**src/rtl/depacketizer_adder_if.sv**
```systemverilog
// Bundles the NoC packet input, the serial neuron stream output and the
// status outputs of depacketizer_adder.
interface depacketizer_adder_if #(
  parameter int WIDTH_PACKET = 35,
  parameter int WIDTH        = 8
);
  logic [WIDTH_PACKET-1:0] pkt_in;
  logic                    pkt_valid;
  logic                    pkt_ready;
  logic [WIDTH-1:0]        mem_out;
  logic                    spike_out;
  logic [1:0]              idx_out;
  logic [2:0]              src_out;
  logic                    last_out;
  logic                    out_valid;
  logic                    out_ready;
  logic [7:0]              drop_cnt;
  logic                    busy;

  // Producer/consumer side: drives packets and accepts beats.
  modport master (
    output pkt_in, pkt_valid, out_ready,
    input  pkt_ready, mem_out, spike_out, idx_out, src_out,
    input  last_out, out_valid, drop_cnt, busy
  );

  // Depacketizer side.
  modport slave (
    input  pkt_in, pkt_valid, out_ready,
    output pkt_ready, mem_out, spike_out, idx_out, src_out,
    output last_out, out_valid, drop_cnt, busy
  );
endinterface

```
**src/rtl/depacketizer_adder.sv**
```systemverilog
// Single-packet-buffered NoC depacketizer: checks the header of packets
// addressed to this node and unpacks NUM membrane/spike pairs into a
// valid/ready stream, one neuron per beat. Bad packets are dropped and counted.
//
// state | meaning
// IDLE  | no packet held, ready for a new one
// EMIT  | packet held, streaming beats idx 0..NUM-1
module depacketizer_adder #(
  parameter int         WIDTH_PACKET = 35,
  parameter int         WIDTH        = 8,
  parameter int         NUM          = 3,
  parameter logic [2:0] MY_ADDR      = 3'b100
) (
  input  logic                clk,
  input  logic                reset,
  depacketizer_adder_if.slave bus
);

  localparam int         PAYLOAD  = NUM*WIDTH + NUM;
  localparam logic [1:0] LAST_IDX = 2'(NUM-1);

  typedef enum logic {IDLE, EMIT} state_t;

  state_t             state_q, state_d;
  logic [1:0]         idx_q, idx_d;
  logic [PAYLOAD-1:0] hold_q, hold_d;
  logic [2:0]         src_q, src_d;
  logic [7:0]         drop_q, drop_d;

  logic             emit;
  logic             last;
  logic             pkt_ready;
  logic             take;
  logic             pkt_good;
  logic [WIDTH-1:0] mem_sel;
  logic             spike_sel;

  assign emit      = (state_q == EMIT);
  assign last      = emit && (idx_q == LAST_IDX);
  // Ready again during the final beat so back-to-back packets leave no bubble.
  assign pkt_ready = !reset && (!emit || (last && bus.out_ready));
  assign take      = bus.pkt_valid && pkt_ready;
  assign pkt_good  = (bus.pkt_in[WIDTH_PACKET-1 -: 3] == MY_ADDR) &&
                     (bus.pkt_in[WIDTH_PACKET-7 -: 2] == 2'b00);

  // Next-state: advance idx, load/drop packets, return to IDLE.
  always_comb begin
    state_d = state_q;
    idx_d   = idx_q;
    hold_d  = hold_q;
    src_d   = src_q;
    drop_d  = drop_q;
    case (state_q)
      IDLE: begin
        if (take) begin
          if (pkt_good) begin
            hold_d  = bus.pkt_in[PAYLOAD-1:0];
            src_d   = bus.pkt_in[WIDTH_PACKET-4 -: 3];
            idx_d   = 2'd0;
            state_d = EMIT;
          end else if (drop_q != 8'hFF) begin
            drop_d = drop_q + 8'd1;
          end
        end
      end
      EMIT: begin
        if (bus.out_ready) begin
          if (!last) begin
            idx_d = idx_q + 2'd1;
          end else if (take) begin
            if (pkt_good) begin
              hold_d  = bus.pkt_in[PAYLOAD-1:0];
              src_d   = bus.pkt_in[WIDTH_PACKET-4 -: 3];
              idx_d   = 2'd0;
              state_d = EMIT;
            end else begin
              if (drop_q != 8'hFF) drop_d = drop_q + 8'd1;
              state_d = IDLE;
            end
          end else begin
            state_d = IDLE;
          end
        end
      end
      default: state_d = IDLE;
    endcase
  end

  // Select the membrane value and spike bit of the current neuron.
  always_comb begin
    mem_sel   = '0;
    spike_sel = 1'b0;
    for (int i = 0; i < NUM; i++) begin
      if (idx_q == 2'(i)) begin
        mem_sel   = hold_q[i*WIDTH +: WIDTH];
        spike_sel = hold_q[NUM*WIDTH + i];
      end
    end
  end

  // State and datapath registers.
  always_ff @(posedge clk or posedge reset) begin
    if (reset) begin
      state_q <= IDLE;
      idx_q   <= 2'd0;
      hold_q  <= '0;
      src_q   <= 3'd0;
      drop_q  <= 8'd0;
    end else begin
      state_q <= state_d;
      idx_q   <= idx_d;
      hold_q  <= hold_d;
      src_q   <= src_d;
      drop_q  <= drop_d;
    end
  end

  // Beat fields are forced to zero outside EMIT so idle outputs are quiet.
  assign bus.pkt_ready = pkt_ready;
  assign bus.out_valid = emit;
  assign bus.mem_out   = emit ? mem_sel : '0;
  assign bus.spike_out = emit && spike_sel;
  assign bus.idx_out   = emit ? idx_q : 2'd0;
  assign bus.src_out   = emit ? src_q : 3'd0;
  assign bus.last_out  = last;
  assign bus.busy      = emit;
  assign bus.drop_cnt  = drop_q;

endmodule
```
**src/flat_wrapper.sv**
```systemverilog
// flat-port wrapper written by rule: the top's interface ports become plain ports
module depacketizer_adder_flat 
#(
  parameter int         WIDTH_PACKET = 35,
  parameter int         WIDTH        = 8,
  parameter int         NUM          = 3,
  parameter logic [2:0] MY_ADDR      = 3'b100
)
  (clk, reset, bus_pkt_in, bus_pkt_valid, bus_out_ready, bus_pkt_ready, bus_mem_out, bus_spike_out, bus_idx_out, bus_src_out, bus_last_out, bus_out_valid, bus_drop_cnt, bus_busy);
  depacketizer_adder_if #(.WIDTH_PACKET(WIDTH_PACKET), .WIDTH(WIDTH)) bus_i ();
  input  logic clk;
  input  logic reset;
  input wire logic [$bits(bus_i.pkt_in)-1:0] bus_pkt_in;
  input wire logic [$bits(bus_i.pkt_valid)-1:0] bus_pkt_valid;
  input wire logic [$bits(bus_i.out_ready)-1:0] bus_out_ready;
  output wire logic [$bits(bus_i.pkt_ready)-1:0] bus_pkt_ready;
  output wire logic [$bits(bus_i.mem_out)-1:0] bus_mem_out;
  output wire logic [$bits(bus_i.spike_out)-1:0] bus_spike_out;
  output wire logic [$bits(bus_i.idx_out)-1:0] bus_idx_out;
  output wire logic [$bits(bus_i.src_out)-1:0] bus_src_out;
  output wire logic [$bits(bus_i.last_out)-1:0] bus_last_out;
  output wire logic [$bits(bus_i.out_valid)-1:0] bus_out_valid;
  output wire logic [$bits(bus_i.drop_cnt)-1:0] bus_drop_cnt;
  output wire logic [$bits(bus_i.busy)-1:0] bus_busy;
  assign bus_i.pkt_in = bus_pkt_in;
  assign bus_i.pkt_valid = bus_pkt_valid;
  assign bus_i.out_ready = bus_out_ready;
  assign bus_pkt_ready = bus_i.pkt_ready;
  assign bus_mem_out = bus_i.mem_out;
  assign bus_spike_out = bus_i.spike_out;
  assign bus_idx_out = bus_i.idx_out;
  assign bus_src_out = bus_i.src_out;
  assign bus_last_out = bus_i.last_out;
  assign bus_out_valid = bus_i.out_valid;
  assign bus_drop_cnt = bus_i.drop_cnt;
  assign bus_busy = bus_i.busy;
  depacketizer_adder #(.WIDTH_PACKET(WIDTH_PACKET), .WIDTH(WIDTH), .NUM(NUM), .MY_ADDR(MY_ADDR)) u_core (.clk(clk), .reset(reset), .bus(bus_i));
endmodule
```
**config.mk**
```make
export PLATFORM = sky130hd
export DESIGN_NAME = depacketizer_adder_flat
export DESIGN_NICKNAME = d
export VERILOG_FILES = /design/src/rtl/depacketizer_adder_if.sv /design/src/rtl/depacketizer_adder.sv /design/src/flat_wrapper.sv
export SDC_FILE = /design/constraint.sdc
export NUM_CORES = 1
export LEC_CHECK = 0
export CAP_MARGIN = 20
export CORE_ASPECT_RATIO = 1.25
export CORE_MARGIN = 3
export CORE_UTILIZATION = 30
export CTS_BUF_LIST = sky130_fd_sc_hd__clkbuf_4
export DETAILED_ROUTE_END_ITERATION = 8
export SLEW_MARGIN = 20
export SYNTH_ARGS = -nofsm -noshare
export SYNTH_HDL_FRONTEND = slang
export SYNTH_SLANG_ARGS = --single-unit
```
**constraint.sdc**
```tcl
create_clock -name clk -period 4.95 [get_ports clk]
set_input_delay 0.99 -clock clk [delete_from_list [all_inputs] [get_ports clk]]
set_output_delay 0.99 -clock clk [all_outputs]
set_load 0.05 [all_outputs]
```
### After elaboration in Yosys (flattened, before gate mapping)

Cells that the tools add are included.

| storage, ports and cells | value |
|---|---|
| register bits after elaboration | 41 |
| input port bits | 39 |

| cells by class | value |
|---|---|
| reductions and logical operators | 12 |
| add/subtract/negate cells | 2 |
| bitwise operators | 1 |
| equality and inequality tests | 6 |
| mux-type cells | 35 |

Operator list:

| cell | number |
|---|---|
| 27-bit two-way mux | 4 |
| 8-bit two-way mux | 9 |
| 27-bit one-hot mux with 2 select lines | 1 |
| 8-bit one-hot mux with 2 select lines | 1 |
| 3-bit two-way mux | 5 |
| 2-bit two-way mux | 5 |
| 8-bit by 1-bit adder with 8-bit output, second input constant | 1 |
| 8-bit inequality test, second input constant | 1 |
| 1-bit two-way mux | 7 |
| 1-bit logical AND | 6 |
| 3-bit one-hot mux with 2 select lines | 1 |
| 2-bit logical NOT | 2 |
| 2-bit inequality test, second input constant | 2 |
| 2-bit one-hot mux with 2 select lines | 1 |
| 3-bit == test, second input constant | 1 |
| 2-bit by 1-bit adder with 2-bit output, second input constant | 1 |
| 2-bit by 1-bit == test with 1-bit output, second input constant | 1 |
| 2-bit == test, second input constant | 1 |
| 1-bit logical NOT | 2 |
| 1-bit one-hot mux with 2 select lines | 1 |
| 2-bit AND reduction | 1 |
| 1-bit logical OR | 1 |
| 1-bit inverter | 1 |

### Depth between registers and ports, before layout

Gate-level depths: netlist (run 1).

| logic depth | value |
|---|---|
| depth after elaboration | 10 |
| mapped depth | 8 |
| mapped depth without buffers | 7 |

### Least setup slack after synthesis (run 1)

Ideal clock, no wire load.

| timing path | value |
|---|---|
| path kind | register -> output |
| start | register u_core.idx_q[1] |
| end | output bus_mem_out[0] |
| data required time | 3.960 ns |
| slack | 2.179 ns |
| stages on the path, launching flop included | 8 |
| data arrival time | 1.781 ns |
| cells stage by stage | dfrtp_1 inv_1 ha_1 clkbuf_1 clkbuf_1 a21oi_1 o21ai_0 and2_1 |

| between the ends | value |
|---|---|
| word-level cells in the longest chain between the ends | 5 |
| elaborated cells on any way between the ends | 7 |

Ends and longest elaborated chain:

| item | RTL line | source |
|---|---|---|
| start, declared | depacketizer_adder.sv:25 | `logic [1:0] idx_q, idx_d;` |
| start signal, assigned | depacketizer_adder.sv:111 | `idx_q <= idx_d;` |
| 2-bit logical NOT | depacketizer_adder.sv:94 | `if (idx_q == 2'(i)) begin` |
| 8-bit two-way mux (2 in a row) | depacketizer_adder.sv:94 |  |
| 8-bit two-way mux * | depacketizer_adder.sv:94 |  |
| 8-bit two-way mux * | depacketizer_adder.sv:121 | `assign bus.mem_out = emit ? mem_sel : '0;` |
| end, declared | flat_wrapper.sv:17 | `output wire logic [$bits(bus_i.mem_out)-1:0] bus_mem_out;` |

Every way passes the cells marked *; elsewhere a longest branch is shown, timed or not.

### Worst setup path after layout (run 1)

| timing path | value |
|---|---|
| start | register u_core.idx_q[0] |
| end | output bus_pkt_ready |

| between the ends | value |
|---|---|
| word-level cells in the longest chain between the ends | 5 |

Ends and longest elaborated chain:

| item | RTL line | source |
|---|---|---|
| 2-bit == test | depacketizer_adder.sv:39 | `assign last = emit && (idx_q == LAST_IDX);` |
| 1-bit logical AND | depacketizer_adder.sv:39 |  |
| 1-bit logical AND | depacketizer_adder.sv:41 | `assign pkt_ready = !reset && (!emit \|\| (last && bus.out_ready));` |
| 1-bit logical OR | depacketizer_adder.sv:41 |  |
| 1-bit logical AND | depacketizer_adder.sv:41 |  |
| end, declared | flat_wrapper.sv:16 | `output wire logic [$bits(bus_i.pkt_ready)-1:0] bus_pkt_ready;` |

Every way passes these cells.

==> results of run 1 <==
==> through the flow <==
stage          instances  hold slack (ns)
6_report             341            0.505
5_1_grt              341            0.526
4_1_cts              341            0.511
3_5_place_dp         334            0.488
3_3_place_gp         334            0.481
2_1_floorplan        190            0.465
==> sequential cells by signal, summed over array words and instances (netlist names) <==
register	flops
u_core.src_q	3
u_core.bus.busy	1
u_core.hold_q	27
u_core.bus.drop_cnt	8
u_core.idx_q	2
==> worst min-delay path by stage <==
| stage | start | cells after the start | to |
|---|---|---|---|
| 3_3_place_gp | u_core.hold_q[25] | 1 | u_core.hold_q[25] |
| 6_report | u_core.bus.drop_cnt[7] | 1 | u_core.bus.drop_cnt[7] |
| 3_5_place_dp | u_core.src_q[2] | 1 | u_core.src_q[2] |
| 2_1_floorplan | u_core.hold_q[25] | 1 | u_core.hold_q[25] |
| 5_1_grt | u_core.src_q[1] | 1 | u_core.src_q[1] |
| 4_1_cts | u_core.bus.drop_cnt[7] | 1 | u_core.bus.drop_cnt[7] |
==> cells in the final DEF (no fill, tap or decap), types with 3 or more instances in the layout <==
| master | count |
|---|---|
| sky130_fd_sc_hd__a21oi_1 | 9 |
| sky130_fd_sc_hd__clkdlybuf4s50_1 | 64 |
| sky130_fd_sc_hd__ha_1 | 4 |
| sky130_fd_sc_hd__nand3_1 | 3 |
| sky130_fd_sc_hd__xor2_1 | 4 |
| sky130_fd_sc_hd__dfrtp_1 | 41 |
| sky130_fd_sc_hd__xnor2_1 | 3 |
| sky130_fd_sc_hd__nor2_1 | 11 |
| sky130_fd_sc_hd__mux2_4 | 29 |
| sky130_fd_sc_hd__clkbuf_4 | 6 |
| sky130_fd_sc_hd__and2_1 | 15 |
| sky130_fd_sc_hd__o21ai_0 | 7 |
| sky130_fd_sc_hd__nand2_1 | 28 |
==> kinds of logic (layout without fill, tap and decap cells) <==
kind of cell,count (synthesis),in the layout
multiplexers,31,31
adder cells (fa/ha/maj),4,4
flip-flops,41,41
buffers and inverters,14,75
AND/OR/NAND/NOR,70,70
AO/OA/AOI/OAI,23,23
XOR/XNOR,7,7
==> power by group <==
part           switching, mW  internal [mW]  leakage [nW]  total, mW
sequential            0.0660          0.400         0.542      0.466
combinational          0.269          0.199         0.770      0.468
clock                  0.102         0.0572        0.0292      0.159
total                  0.436          0.657          1.34       1.09
==> metal layers <==
| metal | global-route usage, % | up-vias |
|---|---|---|
| li1 | - | 772 |
| met1 | 15.4 | 710 |
| met2 | 19.1 | 44 |
| met3 | 4.63 | 5 |
| met4 | 3.40 | 0 |
| met5 | 0 | - |
==> area by class of cell <==
| type | instances | share of cell area [%] |
|---|---|---|
| clock inverters | 1 | 0.128 |
| multi-input cells | 135 | 37.2 |
| flip-flops and latches | 41 | 34.9 |
| well taps | 90 | 3.83 |
| repair buffers | 65 | 22.1 |
| clock buffers | 6 | 1.53 |
| inverters | 3 | 0.383 |
==> run summary, run 1 <==
The worst reg-to-reg path cell count works out to 7. The startpoint identified for the worst register-to-register timing path is u_core.idx_q[0]. At the end of the flow, the number of nets in the layout was 294. The logs give 5 for the total CTS buffers and 0 for the final hold violation count. The clock tree synthesis step divided the H-tree into 2 levels.

Counting the fill cells in the layout gives 700. Using the TritonRoute via totals, the vias-per-cell ratio works out to 4.49. The die covers 8390 um^2.

Setup slack on the worst reg-to-reg path comes out at 2.34 ns. The buffer and inverter count on the worst path was 2; the residual antenna-violating net count after detailed routing was 0. The portion of the clock cycle consumed by the worst path in the final layout was 78.4%; the clock transition time at the flip-flop clock pins of the worst setup and hold paths was 0.11 ns. For the worst-case headroom to the max-slew limit, the log shows 41.6%. In this design, the largest share of critical-path delay is due to buffers and inverters. The worst register-to-register path ends at u_core.hold_q[25].

Relative to the synthesized area, the layout overhead comes to 33.8%. The number of nets handed over by synthesis was 233. For the count of pins over their slew limit, the log shows 0. Input and output buffers added on the ports amount to 64.

The cell sitting at the root of the clock tree is a sky130_fd_sc_hd__clkbuf_4. The mean cell area of the mapped netlist came out at 11.6 um^2. The commonest cells after synthesis are 41 x sky130_fd_sc_hd__dfrtp_1, 29 x sky130_fd_sc_hd__mux2_4, 28 x sky130_fd_sc_hd__nand2_1, 15 x sky130_fd_sc_hd__and2_1, 11 x sky130_fd_sc_hd__nor2_1.

Of all nets on the critical path, the largest fanout is 23. The detailed router's first-iteration violation count was 39. The tightest min-delay check is of the reg -> reg type. Setup slack on the critical path of the routed design comes to 1.07 ns. By instance count, the leading cell after synthesis is sky130_fd_sc_hd__dfrtp_1. For this run, the top clock speed supported by timing is 258 MHz. Synthesized-area fraction occupied by xor and xnor cells: 2.79%. The combinational family with the most area after synthesis was multiplexers.

The total power after layout is 1.09 mW, and the average detailed-routed wire length per instance is 13.7 um. Sequential cells were found to cover 46.7% of the synthesized design area. Worst stage delay on the critical path: 0.85 ns. The logs give 264 uV for the maximum ir drop on the vdd rail and 0 for the number of antenna violations at the first check in global routing.

After detailed routing, the met3 layer carries 384 um of wire. Weighted congestion at the end of routability-driven global placement: 0.699. The die is 82.5 um wide. The fraction of final layout cells with drive strength greater than 1 is 17.9%, and the share of cell area taken by muxes after synthesis is 20.8%. The biggest area consumer among synthesized cells is sky130_fd_sc_hd__dfrtp_1. Summing all placed instances gives a cell area of 2890 um^2. In this run the number of cells on the critical path is 5. The run gives 7.72 mm as the wire length of the first global-routing pass. The most critical setup path has its startpoint at u_core.idx_q[0].

In the global route stage, overall resource usage came out at 12.1%. The most used flip-flop cell after synthesis is sky130_fd_sc_hd__dfrtp_1. After clock tree synthesis, the setup repair step added 0 buffers. The signal on the critical path passes through inv_1 > ha_1 > nand2_1 > a21oi_4 > clkdlybuf4s50_1.

For the count of final setup violators, the log shows 0. The required time of the critical path is 3.96 ns. In this run the standard cell core region covers 7020 um^2. The tools report the cell count after synthesis as 190. The total power divided by cell area is 372 nW/um^2. On the critical path, the stage with the largest delay is an instance of sky130_fd_sc_hd__clkdlybuf4s50_1. Setup repair after global routing left no endpoint under its margin.

0 antenna diodes ended up in the layout. The run gives 2 as the clock tree buffer depth. The via count of the first global-routing pass was 1590. The tools report the sort of element at the start of the critical path as a flop.

TritonCTS built the clock tree. The finished cells cover 2940 um^2. The Yosys step of the flow raised 0 warnings.

The tools report the first-pass iteration count of the detailed router as 4. For this run the aggregate overflow at the end of global routing stands at 0. The path type of the worst setup path was reg -> out. The worst setup path is captured at a primary output. Cells fill 41.9% of the core in the end.

After clock tree synthesis, the flow added hold-fix buffers numbering 0. Yosys mapped a number of flops with a built-in enable equal to 0. The tools report the sequential cell area in the final layout as 1030 um^2. The clock drives 41 sinks.

For this run, design rule violations remaining after detail routing come to 0. In the final timing run, aggregate negative setup slack is 0 ns. The synthesized-area fraction occupied by adder cells came out at 2.28%. After synthesis, the largest area contributor takes up 46.7% of total cell area.

Once the floorplan was initialized, standard cells occupied 31.3% of the core. The floorplan step set the die height to 102 um. The HPWL after detailed placement came out at 3.41 mm. The detailed router put a total of 2.04 mm of wire on met1. In this run, synthesis produced a sequential element count of 41.

Entering global routing, the biggest net connects 43 pins. Before CTS, the worst setup slack after placement is 1.16 ns. Max-cap violations in this run came to 0.

The mapped netlist covers 2200 um^2. The logs give 1090 um^2 for the footprint of the multi-input gates and 2.19 mm for the met2 routed wirelength. Number of distinct library cells after synthesis: 32. The flow ran to the end, and the final reports show no timing, DRC or antenna violations. The placement row count is 34.

The share of synthesized registers carrying an async set or reset is 100%, and the final wirelength is 4.68 mm. Yosys attributes the largest share of cell area to sky130_fd_sc_hd__dfrtp_1 47%, sky130_fd_sc_hd__mux2_4 20%, sky130_fd_sc_hd__nand2_1 4.8%. The highest layer touched by signal routing is met4.

The area fraction in compound gates after synthesis was 6.32%; the total I/O pin count was 65. Following the worst setup path forward leads to its endpoint at bus_pkt_ready. Static leakage power: 1.34 nW.

The actual transition at the worst max-transition pin is 0.875 ns. The smallest clock period supported by the final layout is computed as 3.88 ns. For the post-route clock skew, the log shows 0.00650 ns. For the total number of vias, the log shows 1531. At the later pin of the worst-skew pair, clock insertion delay measures 0.34 ns. After Yosys synthesis, and, or, nand and nor cells account for 17.5% of the synthesized area.

The signal arrival time at the worst endpoint is 2.89 ns. The run gives 0 as the post-cts gate resize count.
Note: power is estimated with default switching activity, not from simulation.
==> inputs of run 2 (changes only) <==
==> constraint.sdc (replaced) <==
create_clock -name clk -period 3.1 [get_ports clk]
set_input_delay 0.62 -clock clk [delete_from_list [all_inputs] [get_ports clk]]
set_output_delay 0.62 -clock clk [all_outputs]
set_load 0.05 [all_outputs]
==> run 2 against run 1 <==
Net effect: largest power group unchanged; setup slack lost 0.72 ns; highest routed layer unchanged; critical path type unchanged; combinational power up 62%; clock power grew 60%; core utilization up 0.053 points; critical path depth down 3; global-route usage shrank 0.17 points; total power is 61% higher; non-clock buffer count is 2 higher.
==> run summary, run 2 (synthesis gave the netlist of run 1 again) <==
Timing would allow up to 364 MHz. The logs give 0 (unchanged) for the final hold violation count and 5 (unchanged) for the total CTS buffers. The run gives 2 (unchanged) as the number of levels in the clock H-tree. The number of violations of the max-capacitance limit is 0 (unchanged), and the area of the die is 8390 um^2 (unchanged).

The logs give 0.92 ns (was 2.34 ns) for the register-to-register setup slack and 0 (unchanged) for the number of antenna violations at the first check in global routing. The tools report the number of sinks handled by clock tree synthesis as 41 (unchanged). Setup repair after global routing left no endpoint under its margin. The count of buffers inserted at the top-level ports is 64 (unchanged), and the post-route clock skew is 0.00707 ns (was 0.00650 ns). The total I/O pin count is 65 (unchanged). Fraction of final layout cells with drive strength greater than 1: 22.4% (was 17.9%).

The tools report the category of the worst setup path capture point as a primary output (unchanged). Cells along the critical path: and2_1 > clkdlybuf4s50_1 (was inv_1 > ha_1 > nand2_1 > a21oi_4 > clkdlybuf4s50_1). Most common cell after layout, fill and taps aside: sky130_fd_sc_hd__clkdlybuf4s50_1 (unchanged). The run gives 1.38 nW (was 1.34 nW) as the static leakage power. The HPWL after detailed placement was 3.50 mm (was 3.41 mm); the maximum number of pins on one net before global-route repair was 42 (was 43). The count of pins over their slew limit is 0 (unchanged), and the post-cts hold buffer count is 0 (unchanged).

The summed area of non-filler cells in the final layout came out at 2940 um^2 (about the same). The largest register by flop count is u_core.hold_q (unchanged). The tools report the required time of the critical path as 2.48 ns (was 3.96 ns). The run gives 2890 um^2 (about the same) as the instance area at placement. The tools report the final-stage net count as 296 (was 294).

The placement row count is 34 (unchanged), and the clock transition time at the flip-flop clock pins of the worst setup and hold paths is 0.11 ns (about the same). The actual transition at the worst max-transition pin works out to 0.620 ns (was 0.875 ns). Path type of the worst setup path: reg -> out (unchanged).

The run gives 1528 (was 1531) as the total number of vias. Worst-case headroom to the max-slew limit: 58.6% (was 41.6%). The logs give 0.507 ns (was 0.505 ns) for the worst hold slack and 0 ns (unchanged) for the sum of negative setup slack. The worst stage delay on the critical path is 0.82 ns (was 0.85 ns). The footprint of the multi-input gates was 1090 um^2 (unchanged). The count of cells along the worst hold path came out at 1 (unchanged). The placeable core region was 7020 um^2 (unchanged); the clock tree buffer depth was 2 (unchanged). The maximum fanout along the worst path works out to 22 (was 23). The worst path needs 2.75 ns of the cycle, external delays included.

The logs give 0 (unchanged) for the post-cts gate resize count and 31.3% (unchanged) for the initial core utilization. The overall die height is 102 um (unchanged). The die extent in x is 82.5 um (unchanged), and the sequential cell area in the final layout is 1030 um^2 (unchanged). The count of final setup violators is 0 (unchanged). Weighted congestion at the end of routability-driven global placement: 0.678 (was 0.699). The via count of the first global-routing pass is 1579 (was 1590). The class of the worst hold path was reg -> reg (unchanged). The maximum ir drop on the vdd rail was 423 uV (was 264 uV). Launch instance of the worst min-delay path: u_core.hold_q[25] (was u_core.bus.drop_cnt[7]). The tools report the detailed router's first-iteration violation count as 52 (was 39). The overall track demand over capacity in global routing was 11.9% (was 12.1%); the internal power of the cells was 1.05 mW (was 0.657 mW). Master cell of the clock root buffer: sky130_fd_sc_hd__clkbuf_4 (unchanged). The number of flip-flops in the largest register is 27 (unchanged), and the switching power is 0.710 mW (was 0.436 mW). Residual antenna-violating net count after detailed routing: 0 (unchanged). For the total overflow reported by the global router, the log shows 0 (unchanged).

The switching power as a share of total power was 40.4% (was 39.9%). The worst reg2reg path startpoint was u_core.idx_q[0] (unchanged). The number of diodes added for antenna fixing is 0 (unchanged). The part of the total power dissipated in sequential elements came out at 42.4% (was 42.6%). The tools report the final wirelength as 4.71 mm (was 4.68 mm).

The logs give 0 (unchanged) for the DRC violations left and 0 (unchanged) for the buffer count from post-CTS setup fixing. The signal arrival time at the worst endpoint came out at 2.13 ns (was 2.89 ns). For the combinational group share of total power, the log shows 43.1% (was 42.8%). Part of the power in the clock network: 14.4% (was 14.5%).

The via density per instance works out to 4.44 (was 4.49). Sort of element at the start of the critical path: a flop (unchanged). The tools report the total of fill cells in the finished design as 685 (was 700). The slowest cell on the critical path was sky130_fd_sc_hd__clkdlybuf4s50_1 (unchanged). The average detailed-routed wire length per instance was 13.7 um (about the same). The tools report the worst reg2reg path endpoint as u_core.hold_q[25] (unchanged). The area growth from synthesis to layout was 33.9% (was 33.8%). End point of the most critical hold path: u_core.hold_q[25] (was u_core.bus.drop_cnt[7]).

The flow ran to the end, and the final reports show no timing, DRC or antenna violations. TritonCTS built the clock tree. Commonest non-fill, non-tap cells in the layout: 54 x sky130_fd_sc_hd__clkdlybuf4s50_1, 41 x sky130_fd_sc_hd__dfrtp_1, 29 x sky130_fd_sc_hd__mux2_4, 28 x sky130_fd_sc_hd__nand2_1, 15 x sky130_fd_sc_hd__and2_1 (was 64 x sky130_fd_sc_hd__clkdlybuf4s50_1, 41 x sky130_fd_sc_hd__dfrtp_1, 29 x sky130_fd_sc_hd__mux2_4, 28 x sky130_fd_sc_hd__nand2_1, 15 x sky130_fd_sc_hd__and2_1). For the wire length of the first global-routing pass, the log shows 7.71 mm (was 7.72 mm). The first-pass iteration count of the detailed router came out at 4 (unchanged).

The total power divided by cell area was 597 nW/um^2 (was 372 nW/um^2). The portion of the clock cycle consumed by the worst path in the final layout is 88.7%. The worst reg-to-reg path cell count is 7 (unchanged), and the source-to-sink clock delay at the later pin of the worst-skew pair is 0.34 ns (about the same).
## run 2: cell type report
type | instances | share of cell area [%]
multi-input combinational | 135 | 37.1
sequential | 41 | 34.9
timing repair buffer | 67 | 22.1
tap | 90 | 3.83
clock buffer | 5 | 1.28
clock inverter | 3 | 0.425
inverter | 3 | 0.383
## run 2: critical path, delay by kind of cell, from the launching register on
kind,cells,cell delay [ns]
buf+inv,1,0.82
flops,1,0.76
simple gates,1,0.21
## run 2: worst max path at each step
| stage | startpoint | to | slack [ns] | cells past startpoint |
|---|---|---|---|---|
| final | u_core.bus.busy | bus_last_out | 0.35 | 2 |
| after global routing | u_core.idx_q[1] | bus_mem_out[7] | 0.09 | 7 |
| after CTS | u_core.bus.busy | bus_last_out | 0.25 | 2 |
| after detailed placement | bus_out_ready | u_core.hold_q[25] | 0.60 | 6 |
| after global placement | bus_out_ready | u_core.hold_q[25] | 0.63 | 6 |
| after floorplan | u_core.idx_q[1] | bus_mem_out[0] | 0.70 | 7 |
## run 2: power by group through the flow
stage,Clock [mW],Sequential (mW),Combinational [mW]
6_report,0.254,0.746,0.758
5_1_grt,0.291,0.767,0.829
4_1_cts,0.268,0.750,0.771
3_5_place_dp,0,0.758,0.769
3_3_place_gp,0,0.757,0.761
2_1_floorplan,0,0.836,0.434
## run 2: per-stage QoR
step / worst slack [ns] / total power, mW / instances / utilization, %
after global routing: 0.0936 / 1.89 / 344 / 41.9
after global placement: 0.630 / 1.52 / 336 / 41.2
after CTS: 0.250 / 1.79 / 344 / 41.9
final: 0.351 / 1.76 / 344 / 41.9
after detailed placement: 0.600 / 1.53 / 336 / 41.2
after floorplan: 0.699 / 1.27 / 190 / -
## run 2: metal layers
layer	wire, um	track usage, %	vias up
met1	2030	15.4	704
li1	-	-	771
met3	377	4.00	6
met2	2250	19.1	47
met5	0	0	-
met4	51	3.02	0
